File: src/rtl/pipe_pkg.sv
// Shared types and constants for the pipeline stage register and its optional stats block.
package pipe_pkg;

  typedef enum logic [1:0] {EMPTY, HALF, FULL} pipe_state_t;

  localparam logic [31:0] PIPE_NOP    = 32'h0;
  localparam int          PIPE_STAT_W = 16;

  // Increment that sticks at all-ones instead of wrapping.
  function automatic logic [PIPE_STAT_W-1:0] sat_inc(input logic [PIPE_STAT_W-1:0] v);
    return (&v) ? v : v + 1'b1;
  endfunction

endpackage

File: src/rtl/pipe_stage_stats.sv
// Saturating stall/flush event counters for one pipeline stage boundary.
module pipe_stage_stats
  import pipe_pkg::*;
(
  input  logic                   clk,
  input  logic                   rst_n,
  input  logic                   out_valid,
  input  logic                   out_ready,
  input  logic                   flush,
  input  logic                   busy,
  output logic [PIPE_STAT_W-1:0] stall_cnt,
  output logic [PIPE_STAT_W-1:0] flush_cnt
);

  always_ff @(posedge clk or negedge rst_n) begin
    if (!rst_n) begin
      stall_cnt <= '0;
      flush_cnt <= '0;
    end else begin
      if (out_valid && !out_ready) stall_cnt <= sat_inc(stall_cnt);
      if (flush && busy)           flush_cnt <= sat_inc(flush_cnt);
    end
  end

endmodule

File: src/rtl/pipe_stage_reg.sv
// Two-entry skid-buffered pipeline register with registered in_ready and synchronous flush.
// Define PIPE_STAGE_STATS_EN to add saturating stall_cnt/flush_cnt outputs.
module pipe_stage_reg
  import pipe_pkg::*;
#(
  parameter int                 INSTR_W   = 32,
  parameter int                 ADDR_W    = 32,
  parameter logic [INSTR_W-1:0] NOP_INSTR = INSTR_W'(PIPE_NOP)
) (
  input  logic                   clk,
  input  logic                   rst_n,
  input  logic                   in_valid,
  output logic                   in_ready,
  input  logic [INSTR_W-1:0]     in_instr,
  input  logic [ADDR_W-1:0]      in_pcp4,
  input  logic                   flush,
  output logic                   out_valid,
  input  logic                   out_ready,
  output logic [INSTR_W-1:0]     out_instr,
  output logic [ADDR_W-1:0]      out_pcp4
`ifdef PIPE_STAGE_STATS_EN
  ,
  output logic [PIPE_STAT_W-1:0] stall_cnt,
  output logic [PIPE_STAT_W-1:0] flush_cnt
`endif
);

  pipe_state_t        state, state_nxt;
  logic [INSTR_W-1:0] main_instr, skid_instr;
  logic [ADDR_W-1:0]  main_pcp4, skid_pcp4;
  logic               accept, send;
  logic               ld_main_in, ld_main_skid, ld_skid, clr_main;

  assign accept    = in_valid & in_ready;
  assign send      = out_valid & out_ready;
  assign out_valid = (state != EMPTY);
  assign out_instr = main_instr;
  assign out_pcp4  = main_pcp4;

  always_comb begin
    state_nxt    = state;
    ld_main_in   = 1'b0;
    ld_main_skid = 1'b0;
    ld_skid      = 1'b0;
    clr_main     = 1'b0;
    if (flush) begin
      state_nxt = EMPTY;
      clr_main  = 1'b1;
    end else begin
      unique case (state)
        EMPTY: if (accept) begin
          ld_main_in = 1'b1;
          state_nxt  = HALF;
        end
        HALF: begin
          if (accept && send) ld_main_in = 1'b1;
          else if (accept) begin
            ld_skid   = 1'b1;
            state_nxt = FULL;
          end else if (send) begin
            clr_main  = 1'b1;
            state_nxt = EMPTY;
          end
        end
        FULL: if (send) begin
          ld_main_skid = 1'b1;
          state_nxt    = HALF;
        end
        default: state_nxt = EMPTY;
      endcase
    end
  end

  // Main is parked at NOP/0 whenever empty so outputs need no muxing.
  always_ff @(posedge clk or negedge rst_n) begin
    if (!rst_n) begin
      state      <= EMPTY;
      in_ready   <= 1'b1;
      main_instr <= NOP_INSTR;
      main_pcp4  <= '0;
      skid_instr <= '0;
      skid_pcp4  <= '0;
    end else begin
      state    <= state_nxt;
      in_ready <= (state_nxt != FULL);
      if (clr_main) begin
        main_instr <= NOP_INSTR;
        main_pcp4  <= '0;
      end else if (ld_main_in) begin
        main_instr <= in_instr;
        main_pcp4  <= in_pcp4;
      end else if (ld_main_skid) begin
        main_instr <= skid_instr;
        main_pcp4  <= skid_pcp4;
      end
      if (flush) begin
        skid_instr <= '0;
        skid_pcp4  <= '0;
      end else if (ld_skid) begin
        skid_instr <= in_instr;
        skid_pcp4  <= in_pcp4;
      end
    end
  end

`ifdef PIPE_STAGE_STATS_EN
  pipe_stage_stats u_stats (
    .clk       (clk),
    .rst_n     (rst_n),
    .out_valid (out_valid),
    .out_ready (out_ready),
    .flush     (flush),
    .busy      (state != EMPTY),
    .stall_cnt (stall_cnt),
    .flush_cnt (flush_cnt)
  );
`endif

endmodule

File: config.mk
export PLATFORM = sky130hd
export DESIGN_NAME = pipe_stage_reg
export DESIGN_NICKNAME = d
export VERILOG_FILES = /design/src/rtl/pipe_pkg.sv /design/src/rtl/pipe_stage_stats.sv /design/src/rtl/pipe_stage_reg.sv
export SDC_FILE = /design/constraint.sdc
export NUM_CORES = 1
export LEC_CHECK = 0
export ABC_AREA = 0
export CORE_MARGIN = 2
export CORE_UTILIZATION = 54
export CTS_BUF_LIST = sky130_fd_sc_hd__clkbuf_2 sky130_fd_sc_hd__clkbuf_4 sky130_fd_sc_hd__clkbuf_8
export DETAILED_ROUTE_END_ITERATION = 8
export GPL_TIMING_DRIVEN = 0
export PLACE_DENSITY = 0.88
export SYNTH_ARGS = -nofsm -noshare
export SYNTH_HDL_FRONTEND = slang
export SYNTH_SLANG_ARGS = --single-unit
File: constraint.sdc
create_clock -name clk -period 4 [get_ports clk]
set_input_delay 0.6 -clock clk [delete_from_list [all_inputs] [get_ports clk]]
set_output_delay 0.6 -clock clk [all_outputs]
set_load 0.005 [all_outputs]
==> metrics <==
Wirelength per Cell=19.6 um; leakage power=between 3 and 4 nW; via total after detailed routing=3983; fraction of final layout cells sized beyond drive strength 1=about a tenth; RR Startpoint=state[0]; top cells by count, synth=dfrtp_1 (130), a22o_1 (64), mux2i_1 (64), o2bb2ai_1 (64), clkbuf_1 (19); number of enable flip-flop cells after synthesis=0; final RePlAce weighted congestion=0.842; cell at the root of the clock tree=clkbuf_8; wire length of the first global-routing pass=21800 um; flip-flop cell with the highest count after synthesis=dfrtp_1; largest net degree at the start of global routing=between 60 and 70; post-synthesis area per instance=14.2 um2; reg2reg setup slack=~2000 ps; total congestion overflow=0; die extent in y=slightly above 100 um; GR Util All Layers=around 25%; htree depth=4; Synth async-reset ratio=100%; post-route clock skew=roughly 11 ps; switching power total=between 0.7 and 0.8 mW; area overhead of the layout relative to synthesis=36.2%; Die Width=104 um; Largest stage delay, worst path=roughly 510 ps; die outline area=~11000 um2; endpoint of the lowest-slack register-to-register path=out_instr[7]; number of antenna diodes=0; Data required, critical path=4270 ps; post-CTS repair timing setup buffer count=0; number of gates given a new drive strength after cts=0; post-synth net total=446; Core Footprint=9730 um2; setup tns final=0 ps; share of the synthesized area in the top cell type=60.6%; cell types occupying the most area after synthesis=dfrtp_1 (61%), mux2i_1 (12%), a22o_1 (10%), o2bb2ai_1 (10%), buf_6 (1.5%); sequential element share of the synthesized area=61.1%; DR pass1 iterations=5; starting utilization of the core area=a little under three fifths; hold violation total from the final report=0; minimum period implied by the final worst setup slack=2290 ps; DRC Markers=0; Reg2Reg Depth=6; Inserted Clock Buffers=17; antenna-violating nets left=0; number of primary I/O pins=135; register bit total from synthesis=131; number of distinct library cell variants in the gate-level netlist after synthesis=24; wire length after detailed routing=13300 um; total clock sinks=131; class of the most critical hold timing path=input port to async pin; part of the power in registers=48.1%; hpwl dp=around 8800 um; result of the run=finished clean; crit start category=input port; Worst-Margin Slew=611 ps; element type at the critical path end=flop; Iteration-0 DRC Markers=202; cells along the critical path=clkdlybuf4s50_1, nor2b_4, o31ai_1, nand2b_1, buf_1, clkbuf_1, o2bb2ai_1; number of antenna violations at the first check in global routing=0; Nets=600; Via-to-Cell Ratio=between 5 and 6; number of violations of the max-capacitance limit=0; internal power=about 2.2 mW; power per cell area=395 nW/um2; Clk network pwr share=40.0%; worst hold margin=between 150 and 200 ps; Slew Limit Fails=0; post-route fraction of the period consumed by the critical path=a little under three fifths; number of global-route vias before repair=4217; combinational fraction of design power=12.0%; most common cell in the netlist=dfrtp_1; library cell occupying the most area in the post-synthesis netlist=dfrtp_1; netlist area before placement=5360 um2; Mapped Cells=approximately 380; worst-case headroom to the max-slew limit=between 50 and 60%; Critical-path top delay cell=clkdlybuf4s50_1; Peak Freq=0.437 GHz; share of total power consumed by net switching=roughly a quarter; clock latency on the worst-skew pair=420 ps; CP Data Arrival Time=2560 ps; peak supply drop=between 0.0002 and 0.00025 V; Clock Pin Slew Worst Setup and Hold Paths=roughly 80 ps; Yosys Warn Count=0; Final Setup Violations=0; post-route core utilization=roughly three quarters; kind of critical path=input port to flop; critical-path maximum fanout=10; hold-fix buffer count after cts=0; RSZ-0062 raised after global routing=no; # port buffers=about 130; clock tree from TritonCTS=yes; placement row count=36; number of buffers on the longest clock path=2
layer usage:
metal | GRT usage (%) | routed length (um) | vias up
met4 | 7.92 | 98 | 0
met3 | 5.66 | 534 | 11
met1 | 34.8 | 6060 | 2086
met5 | 0 | 0 | -
li1 | - | - | 1768
met2 | 41.1 | 6590 | 118
per-stage QoR:
stage / setup WS, ps / power, mW / area [um2] / cells
floorplan: 2150 / 1.56 / 5360 / 377
global placement: -2580 / 1.75 / 6870 / 644
detailed placement: 1350 / 1.76 / 6900 / 645
CTS: 1700 / 2.91 / 7310 / 676
global route: 1610 / 3.00 / 7310 / 676
finish: 1710 / 2.89 / 7310 / 676
cell usage in the layout, fill, tap and decap left out, types with 2 or more instances in the layout:
| cell type | n |
|---|---|
| clkdlybuf4s50_1 | 133 |
| dfrtp_1 | 130 |
| a22o_1 | 64 |
| mux2i_1 | 64 |
| o2bb2ai_1 | 64 |
| clkbuf_1 | 19 |
| clkbuf_8 | 17 |
| buf_6 | 8 |
| buf_2 | 6 |
| nand2_1 | 3 |
| bufinv_16 | 3 |
| clkinvlp_4 | 3 |
| inv_1 | 2 |
| nor2_1 | 2 |
| a21oi_2 | 2 |
| nand2b_1 | 2 |
| clkbuf_4 | 2 |
| clkinv_4 | 2 |
| inv_6 | 2 |
| clkinv_2 | 2 |
worst max-delay path: cells and delay by family:
kind | cells | cell delay, ps
AO/OA/AOI/OAI | 2 | 240
buffers and inverters | 3 | 1430
AND/OR/NAND/NOR | 2 | 280
sequential cells by signal, indices dropped and copies added, names as in the netlist:
name	cells
in_ready	1
out_instr	32
state	2
out_pcp4	32
skid_pcp4	32
skid_instr	32
kinds of logic after synthesis:
family	share of synthesized area [%]
buffers and inverters	3.57
muxes	11.9
and+or+nand+nor	1.63
xor gates and xnor gates	0.163
DFF	61.1
AOI/OAI and AO/OA	21.6
layout make-up:
| class | count | area (um2) |
|---|---|---|
| multi-input cells | 211 | 1890 |
| well taps | 133 | 166 |
| fillers | 644 | 2420 |
| flip-flops and latches | 131 | 3280 |
| repair buffers | 135 | 1370 |
| clock inverters | 12 | 158 |
| inverters | 2 | 7.51 |
| clock buffers | 19 | 249 |
| plain buffers | 33 | 184 |
power groups by stage:
| stage | clock [mW] | combinational (mW) | sequential [mW] |
|---|---|---|---|
| final | 1.15 | 0.346 | 1.39 |
| after global routing | 1.23 | 0.373 | 1.39 |
| after CTS | 1.17 | 0.348 | 1.39 |
| after detailed placement | 0 | 0.346 | 1.41 |
| after global placement | 0 | 0.334 | 1.41 |
| after floorplan | 0 | 0.148 | 1.41 |
worst max path at each step:
stage	cells after the start	start	slack [ps]	end
floorplan	6	in_valid	2150	out_instr[10]
global placement	1	rst_n	-2580	out_pcp4[6]
detailed placement	7	out_ready	1350	out_pcp4[5]
CTS	2	state[1]	1700	out_valid
global route	7	out_ready	1610	out_pcp4[21]
finish	7	out_ready	1710	out_instr[7]
(Power assumes the default switching activity.)
